`src/rtl/commit_trace_buffer.sv`:
```
`default_nettype none
// ============================================================================
// Module      : commit_trace_buffer
// Description : Circular trace of retired instructions (cycle, PC, instr,
//               rd, wdata) with PC-match trigger and valid/ready drain port.
// Revision    : 1.0 - initial release
// ============================================================================
module commit_trace_buffer #(
    parameter int XLEN  = 32,
    parameter int DEPTH = 16,
    parameter int CYC_W = 32,
    parameter int CNT_W = 8
) (
    input  logic                     clk,
    input  logic                     rst,
    input  logic                     commit_valid,
    input  logic [XLEN-1:0]          commit_pc,
    input  logic [31:0]              commit_instr,
    input  logic                     commit_we,
    input  logic [4:0]               commit_rd,
    input  logic [XLEN-1:0]          commit_wdata,
    input  logic                     arm,
    input  logic                     stop,
    input  logic                     mode,
    input  logic                     trig_en,
    input  logic [XLEN-1:0]          trig_pc,
    input  logic [CNT_W-1:0]         post_count,
    output logic                     rd_valid,
    input  logic                     rd_ready,
    output logic [CYC_W-1:0]         rd_cycle,
    output logic [XLEN-1:0]          rd_pc,
    output logic [31:0]              rd_instr,
    output logic [4:0]               rd_rd,
    output logic [XLEN-1:0]          rd_wdata,
    output logic [1:0]               state,
    output logic [$clog2(DEPTH):0]   level,
    output logic                     overflow,
    output logic [CYC_W-1:0]         cycle
);

    localparam int              c_AW    = $clog2(DEPTH);
    localparam int              c_RW    = CYC_W + XLEN + 32 + 5 + XLEN;
    localparam logic [c_AW:0]   c_FULL  = DEPTH[c_AW:0];
    localparam logic [CNT_W-1:0] c_REM_LAST = {{(CNT_W-1){1'b0}}, 1'b1};

    localparam logic [1:0] c_IDLE  = 2'd0;
    localparam logic [1:0] c_ARMED = 2'd1;
    localparam logic [1:0] c_TRIG  = 2'd2;
    localparam logic [1:0] c_DONE  = 2'd3;

    logic [1:0]       r_state;
    logic [c_AW-1:0]  r_wr_ptr;
    logic [c_AW-1:0]  r_rd_ptr;
    logic [c_AW:0]    r_level;
    logic             r_overflow;
    logic [CYC_W-1:0] r_cycle;
    logic [CNT_W-1:0] r_remaining;
    logic [c_RW-1:0]  r_mem [DEPTH];

    logic             w_capturing;
    logic             w_full;
    logic             w_write;
    logic             w_drop;
    logic             w_match;
    logic             w_pop;
    logic [c_RW-1:0]  w_rec;
    logic [c_RW-1:0]  w_head;

    assign w_capturing = commit_valid && (r_state == c_ARMED || r_state == c_TRIG);
    assign w_full      = (r_level == c_FULL);
    assign w_write     = w_capturing && (!w_full || !mode);
    assign w_drop      = w_capturing && w_full && mode;
    assign w_match     = trig_en && (commit_pc == trig_pc);
    assign w_pop       = rd_valid && rd_ready;

    // Non-writing instructions store zeros so stale rd/wdata never leak into the trace.
    assign w_rec = {r_cycle, commit_pc, commit_instr,
                    commit_we ? commit_rd : 5'd0,
                    commit_we ? commit_wdata : {XLEN{1'b0}}};

    always_ff @(posedge clk) begin
        if (w_write) begin
            r_mem[r_wr_ptr] <= w_rec;
        end
    end

    always_ff @(posedge clk) begin
        if (rst) begin
            r_state     <= c_IDLE;
            r_wr_ptr    <= '0;
            r_rd_ptr    <= '0;
            r_level     <= '0;
            r_overflow  <= 1'b0;
            r_cycle     <= '0;
            r_remaining <= '0;
        end else begin
            r_cycle <= r_cycle + 1'b1;
            case (r_state)
                c_IDLE, c_DONE: begin
                    if (arm) begin
                        r_state    <= c_ARMED;
                        r_wr_ptr   <= '0;
                        r_rd_ptr   <= '0;
                        r_level    <= '0;
                        r_overflow <= 1'b0;
                    end else if (w_pop) begin
                        r_rd_ptr <= r_rd_ptr + 1'b1;
                        r_level  <= r_level - 1'b1;
                    end
                end
                default: begin
                    if (w_write) begin
                        r_wr_ptr <= r_wr_ptr + 1'b1;
                        // Wrap mode on a full buffer: the oldest record is overwritten.
                        if (w_full) begin
                            r_rd_ptr   <= r_rd_ptr + 1'b1;
                            r_overflow <= 1'b1;
                        end else begin
                            r_level <= r_level + 1'b1;
                        end
                    end
                    if (w_drop) begin
                        r_overflow <= 1'b1;
                    end
                    if (r_state == c_ARMED && w_write && w_match) begin
                        if (post_count == '0) begin
                            r_state <= c_DONE;
                        end else begin
                            r_state     <= c_TRIG;
                            r_remaining <= post_count;
                        end
                    end
                    if (r_state == c_TRIG && w_write) begin
                        r_remaining <= r_remaining - 1'b1;
                        if (r_remaining == c_REM_LAST) begin
                            r_state <= c_DONE;
                        end
                    end
                    // Stop and a stop-mode overflow end capture regardless of trigger progress.
                    if (stop || w_drop) begin
                        r_state <= c_DONE;
                    end
                end
            endcase
        end
    end

    assign w_head   = r_mem[r_rd_ptr];
    assign rd_valid = (r_state == c_DONE) && (r_level != '0);
    assign {rd_cycle, rd_pc, rd_instr, rd_rd, rd_wdata} = w_head;
    assign state    = r_state;
    assign level    = r_level;
    assign overflow = r_overflow;
    assign cycle    = r_cycle;

endmodule
`default_nettype wire

```
`config.mk`:
```
export PLATFORM = sky130hd
export DESIGN_NAME = commit_trace_buffer
export DESIGN_NICKNAME = d
export VERILOG_FILES = /design/src/rtl/commit_trace_buffer.sv
export SDC_FILE = /design/constraint.sdc
export NUM_CORES = 2
export LEC_CHECK = 0
export CAP_MARGIN = 20
export CELL_PAD_IN_SITES_DETAIL_PLACEMENT = 2
export CELL_PAD_IN_SITES_GLOBAL_PLACEMENT = 2
export CORE_UTILIZATION = 49
export DETAILED_ROUTE_END_ITERATION = 12
export GPL_ROUTABILITY_DRIVEN = 0
export PLACE_DENSITY_LB_ADDON = 0.1
export REMOVE_ABC_BUFFERS = 1
export SYNTH_ARGS = -nofsm -noshare
export SYNTH_HDL_FRONTEND = slang
export SYNTH_SLANG_ARGS = --single-unit
```
`constraint.sdc`:
```
create_clock -name clk -period 17.7 [get_ports clk]
set_clock_uncertainty 0.15 [all_clocks]
set_input_delay 5.31 -clock clk [delete_from_list [all_inputs] [get_ports clk]]
set_output_delay 5.31 -clock clk [all_outputs]
set_load 0.01 [all_outputs]
```
==> qor.csv, run 1 <==
metric;value;unit
H-tree depth;4;
IO buf count;323;
ys async rst share;0;%
Post-synth EDFFs;2128;
synthesized area per cell;23.7;um^2
Syn Inst Count;3531;
simple-gate share of the synthesized area;1.65;%
num rows;151;
PostCTS Resize Cnt;0;
xor/xnor share of the synthesized area;0.638;%
total CTS buffers;221;
post-synth cell types;55;
Post-CTS Hold Fix Bufs;0;
Main synth FF type;edfxtp_1;
Fail Step;clock tree synthesis (4_1_cts);
main combinational cell family by area after synthesis;multiplexers;
Log Error;[ERROR DPL-0033] detailed placement checks failed during check placement.;
Synth Area in Adders;0.209;%
Synth Warn #;0;
clk buf depth;3;
Synth Area in Compound Gates;0.885;%
Initial Utilization;49.4;%
Die Y;415;um
run status;stopped before the end;
# clock sinks;2188;
post-DP HPWL;133000;um
IO Pins;324;
Die X;415;um
post-synthesis sequential area ratio;77.8;%
Cell Area, Placed;89500;um^2
post-synthesis mux area share;17.6;%
#FFs+latches synth;2188;
Post-CTS Setup Bufs;0;
Cell Area, Synth;83700;um^2
CTS root buffer;clkbuf_16;
## cells by family after synthesis
group | count (synthesis)
muxes | 668
and+or+nand+nor | 255
DFF | 2188
buffers and inverters | 227
adders and majority gates | 14
AOI/OAI and AO/OA | 118
xor gates and xnor gates | 61
## cell usage after synthesis (3+ instances only)
library cell  number  area (um^2)
nand3_1           19         95.1
buf_4             34          255
dfxtp_1           60         1200
o21ai_0            8         40.0
clkbuf_1          79          297
nor3_1            11         55.1
buf_1             27          101
a21oi_1           48          240
xor2_1            48          420
nand2_1           36          135
mux4_2           641        14400
nand2b_1           6         37.5
nor4_1            11         68.8
a211oi_1          28          210
or3_1              8         50.1
a311oi_1           3         26.3
inv_1             24         90.1
xnor2_1           13          114
nor2_1            63          236
edfxtp_1        2128        63900
a31oi_1            6         37.5
nand4_1           11         68.8
o21ai_1            6         30.0
nor2b_1           26          163
mux2i_1           27          270
and2_1            44          275
and4_1             6         52.6
buf_2             63          315
ha_1              14          175
## metrics by stage
stage	setup slack, ns	cells	TNS (ns)	hold WS [ns]	util, %
after floorplan	-11.41	3328	-1448.21	0.315	-
after global placement	7.31	5933	0	0.340	52.8
after detailed placement	7.17	5935	0	0.353	52.8
==> inputs of run 2 (changes only) <==
--- a/config.mk
+++ b/config.mk
@@ -6,12 +6,10 @@
 export NUM_CORES = 2
 export LEC_CHECK = 0
 export CAP_MARGIN = 20
-export CELL_PAD_IN_SITES_DETAIL_PLACEMENT = 2
-export CELL_PAD_IN_SITES_GLOBAL_PLACEMENT = 2
-export CORE_UTILIZATION = 49
+export CORE_UTILIZATION = 40
 export DETAILED_ROUTE_END_ITERATION = 12
 export GPL_ROUTABILITY_DRIVEN = 0
-export PLACE_DENSITY_LB_ADDON = 0.1
+export PLACE_DENSITY_LB_ADDON = 0.15
 export REMOVE_ABC_BUFFERS = 1
 export SYNTH_ARGS = -nofsm -noshare
 export SYNTH_HDL_FRONTEND = slang
==> qor.csv, run 2 <==
metric;value;unit
#FFs+latches synth;2188;
endpoints failing hold;0;
Top reg by flops;r_mem;
Synth Warn #;0;
post-layout min period;11.22;ns
largest net degree at the start of global routing;130;
Cell Area, Placed;90400;um^2
crit path DAT;5.76;ns
Slew Limit Fails;0;
DRC;0;
TritonCTS clock tree;done;
logic gate share of total power;15.2;%
IO Pins;324;
synthesized area per cell;23.7;um^2
worst path required time;12.24;ns
total CTS buffers;224;
WL final;206000;um
post-DP HPWL;102000;um
worst vdd ir;0.0952;mV
Layout area overhead;16.5;%
Die Y;459;um
switching share of power;23.8;%
pwr/cell area;126;nW/um^2
post-synthesis mux area share;17.6;%
Initial Utilization;40.3;%
Sum Neg Setup Slack;0;ns
post-synthesis sequential area ratio;77.8;%
area leader, netlist;edfxtp_1;
Commonest cells post-synth;edfxtp_1, mux4_2, clkbuf_1, buf_2, nor2_1;
Vias/cell;5.49;
total power;12.3;mW
routed wl met3;10900;um
routed wl met2;98400;um
most frequent cell after synthesis;edfxtp_1;
final setup violation count;0;
Routed Antenna Nets;0;
CTS root buffer;clkbuf_16;
vias;38200;
WS Path Type;register to output port;
core area;207000;um^2
xor/xnor share of the synthesized area;0.638;%
Synth Area in Adders;0.209;%
Synth Area in Compound Gates;0.885;%
Post-CTS Hold Fix Bufs;0;
crit start category;register;
internal power;9.35;mW
DR iter-0 viols;3726;
clock network power share;37.4;%
vias in the first global route;40000;
Main synth FF type;edfxtp_1;
Cell Area, Synth;83700;um^2
clk slew on worst S/H paths;0.06;ns
Static Leak;29.5;nW
Worst Setup End Kind;output port;
clk buf depth;3;
1st-pass router iterations;7;
layout cell share with drive strength beyond 1;25.6;%
Largest register FFs;2128;
period utilization;63.4;%
post-synth cell types;55;
top-area cell type share of the netlist area;76.3;%
main combinational cell family by area after synthesis;multiplexers;
Hold Crit Class;register to register;
Remaining Overflow, GRT;0;
Slew Limit Headroom;19.5;%
simple-gate share of the synthesized area;1.65;%
RSZ-0062 raised after global routing;no;
Switching Power;2.92;mW
Syn Inst Count;3531;
IO buf count;323;
Post-Route M1 WL;92900;um
Die X;459;um
largest fanout on the critical path;127;
run status;finished, final reports clean;
register share of total power;47.4;%
ys async rst share;0;%
Post-synth EDFFs;2128;
Filler cells;17000;
Final nets;4122;
H-tree depth;4;
highest-count cells in the layout ignoring fill and taps;edfxtp_1, mux4_2, clkdlybuf4s50_1, clkbuf_16, buf_4;
PostCTS Resize Cnt;0;
final instance area;97500;um^2
most common cell after layout, fill and taps aside;edfxtp_1;
worst-margin pin slew;1.20;ns
first-pass GRT wire length;294000;um
Synth area leaders;edfxtp_1, mux4_2, dfxtp_1;
final design utilization;47.0;%
post-DR wirelength/cell;29.6;um
full die area;211000;um^2
max cap viols;0;
highest routing layer actually used;met5;
initial antenna violation count;15;
GRT Overall Usage;19.6;%
Post-CTS Setup Bufs;0;
# clock sinks;2188;
Worst-Skew Late Latency;0.85;ns
num rows;167;
fmax;0.0891;GHz
-- run 2: cell counts after synthesis --
Identical to the previous run, type by type.
-- run 2: worst max-delay path, stage by stage, from the launching register on --
cell,delay (ns)
dfxtp_4,0.79
buf_12,0.58
buf_4,0.78
buf_4,0.88
mux4_2,0.41
mux4_2,0.53
clkdlybuf4s50_1,0.55
-- run 2: kinds of logic (layout without fill, tap and decap cells) --
| family | Yosys count | after routing |
|---|---|---|
| DFF | 2188 | 2188 |
| AOI/OAI and AO/OA | 118 | 118 |
| xor gates and xnor gates | 61 | 61 |
| buffers and inverters | 227 | 855 |
| other | 0 | 5 |
| adders and majority gates | 14 | 14 |
| and+or+nand+nor | 255 | 255 |
| muxes | 668 | 668 |
-- run 2: per-layer routing --
layer | up-vias | GRT usage [%]
li1 | 16000 | -
met1 | 21000 | 28.5
met2 | 991 | 30.6
met3 | 256 | 3.63
met4 | 8 | 4.73
met5 | - | 0
-- run 2: stage by stage --
step                hold slack [ns]  instances  worst slack, ns
global placement              0.331       6520             7.30
finish                        0.361       6952             6.48
global route                  0.375       6950             6.20
CTS                           0.354       6947             6.33
floorplan                     0.315       3328           -11.41
detailed placement            0.323       6520             7.31
-- run 2: path summary, 6_finish.rpt --
kind	from	to	slack, ns	cells past startpoint
setup / recovery	register	rd_wdata[21]	6.48	6
hold / removal	r_remaining[4]	r_remaining[4]	0.36	2
setup reg to reg	state[0]	r_mem[15][42]	12.66	9
hold reg to reg	r_remaining[4]	r_remaining[4]	0.36	2
-- run 2: power by group through the flow --
stage	combinational [mW]	clock, mW	sequential [mW]
after global routing	2.00	4.89	5.82
final	1.86	4.59	5.81
after CTS	1.91	4.71	5.81
after global placement	1.91	0	5.92
after floorplan	2.05	0	6.13
after detailed placement	1.91	0	5.92
-- run 2: final cells by class --
cell class / instances / area (um^2) / share of cell area [%]
Timing Repair Buffer: 404 / 4010 / 4.11
Inverter: 24 / 90.1 / 0.0924
Sequential cell: 2188 / 65100 / 66.8
Tap cell: 2788 / 3490 / 3.58
Antenna cell: 5 / 12.5 / 0.0128
Clock buffer: 285 / 5940 / 6.09
Multi-Input combinational cell: 1116 / 17600 / 18.1
Clock inverter: 142 / 1240 / 1.27
Note: power is estimated with default switching activity, not from simulation.
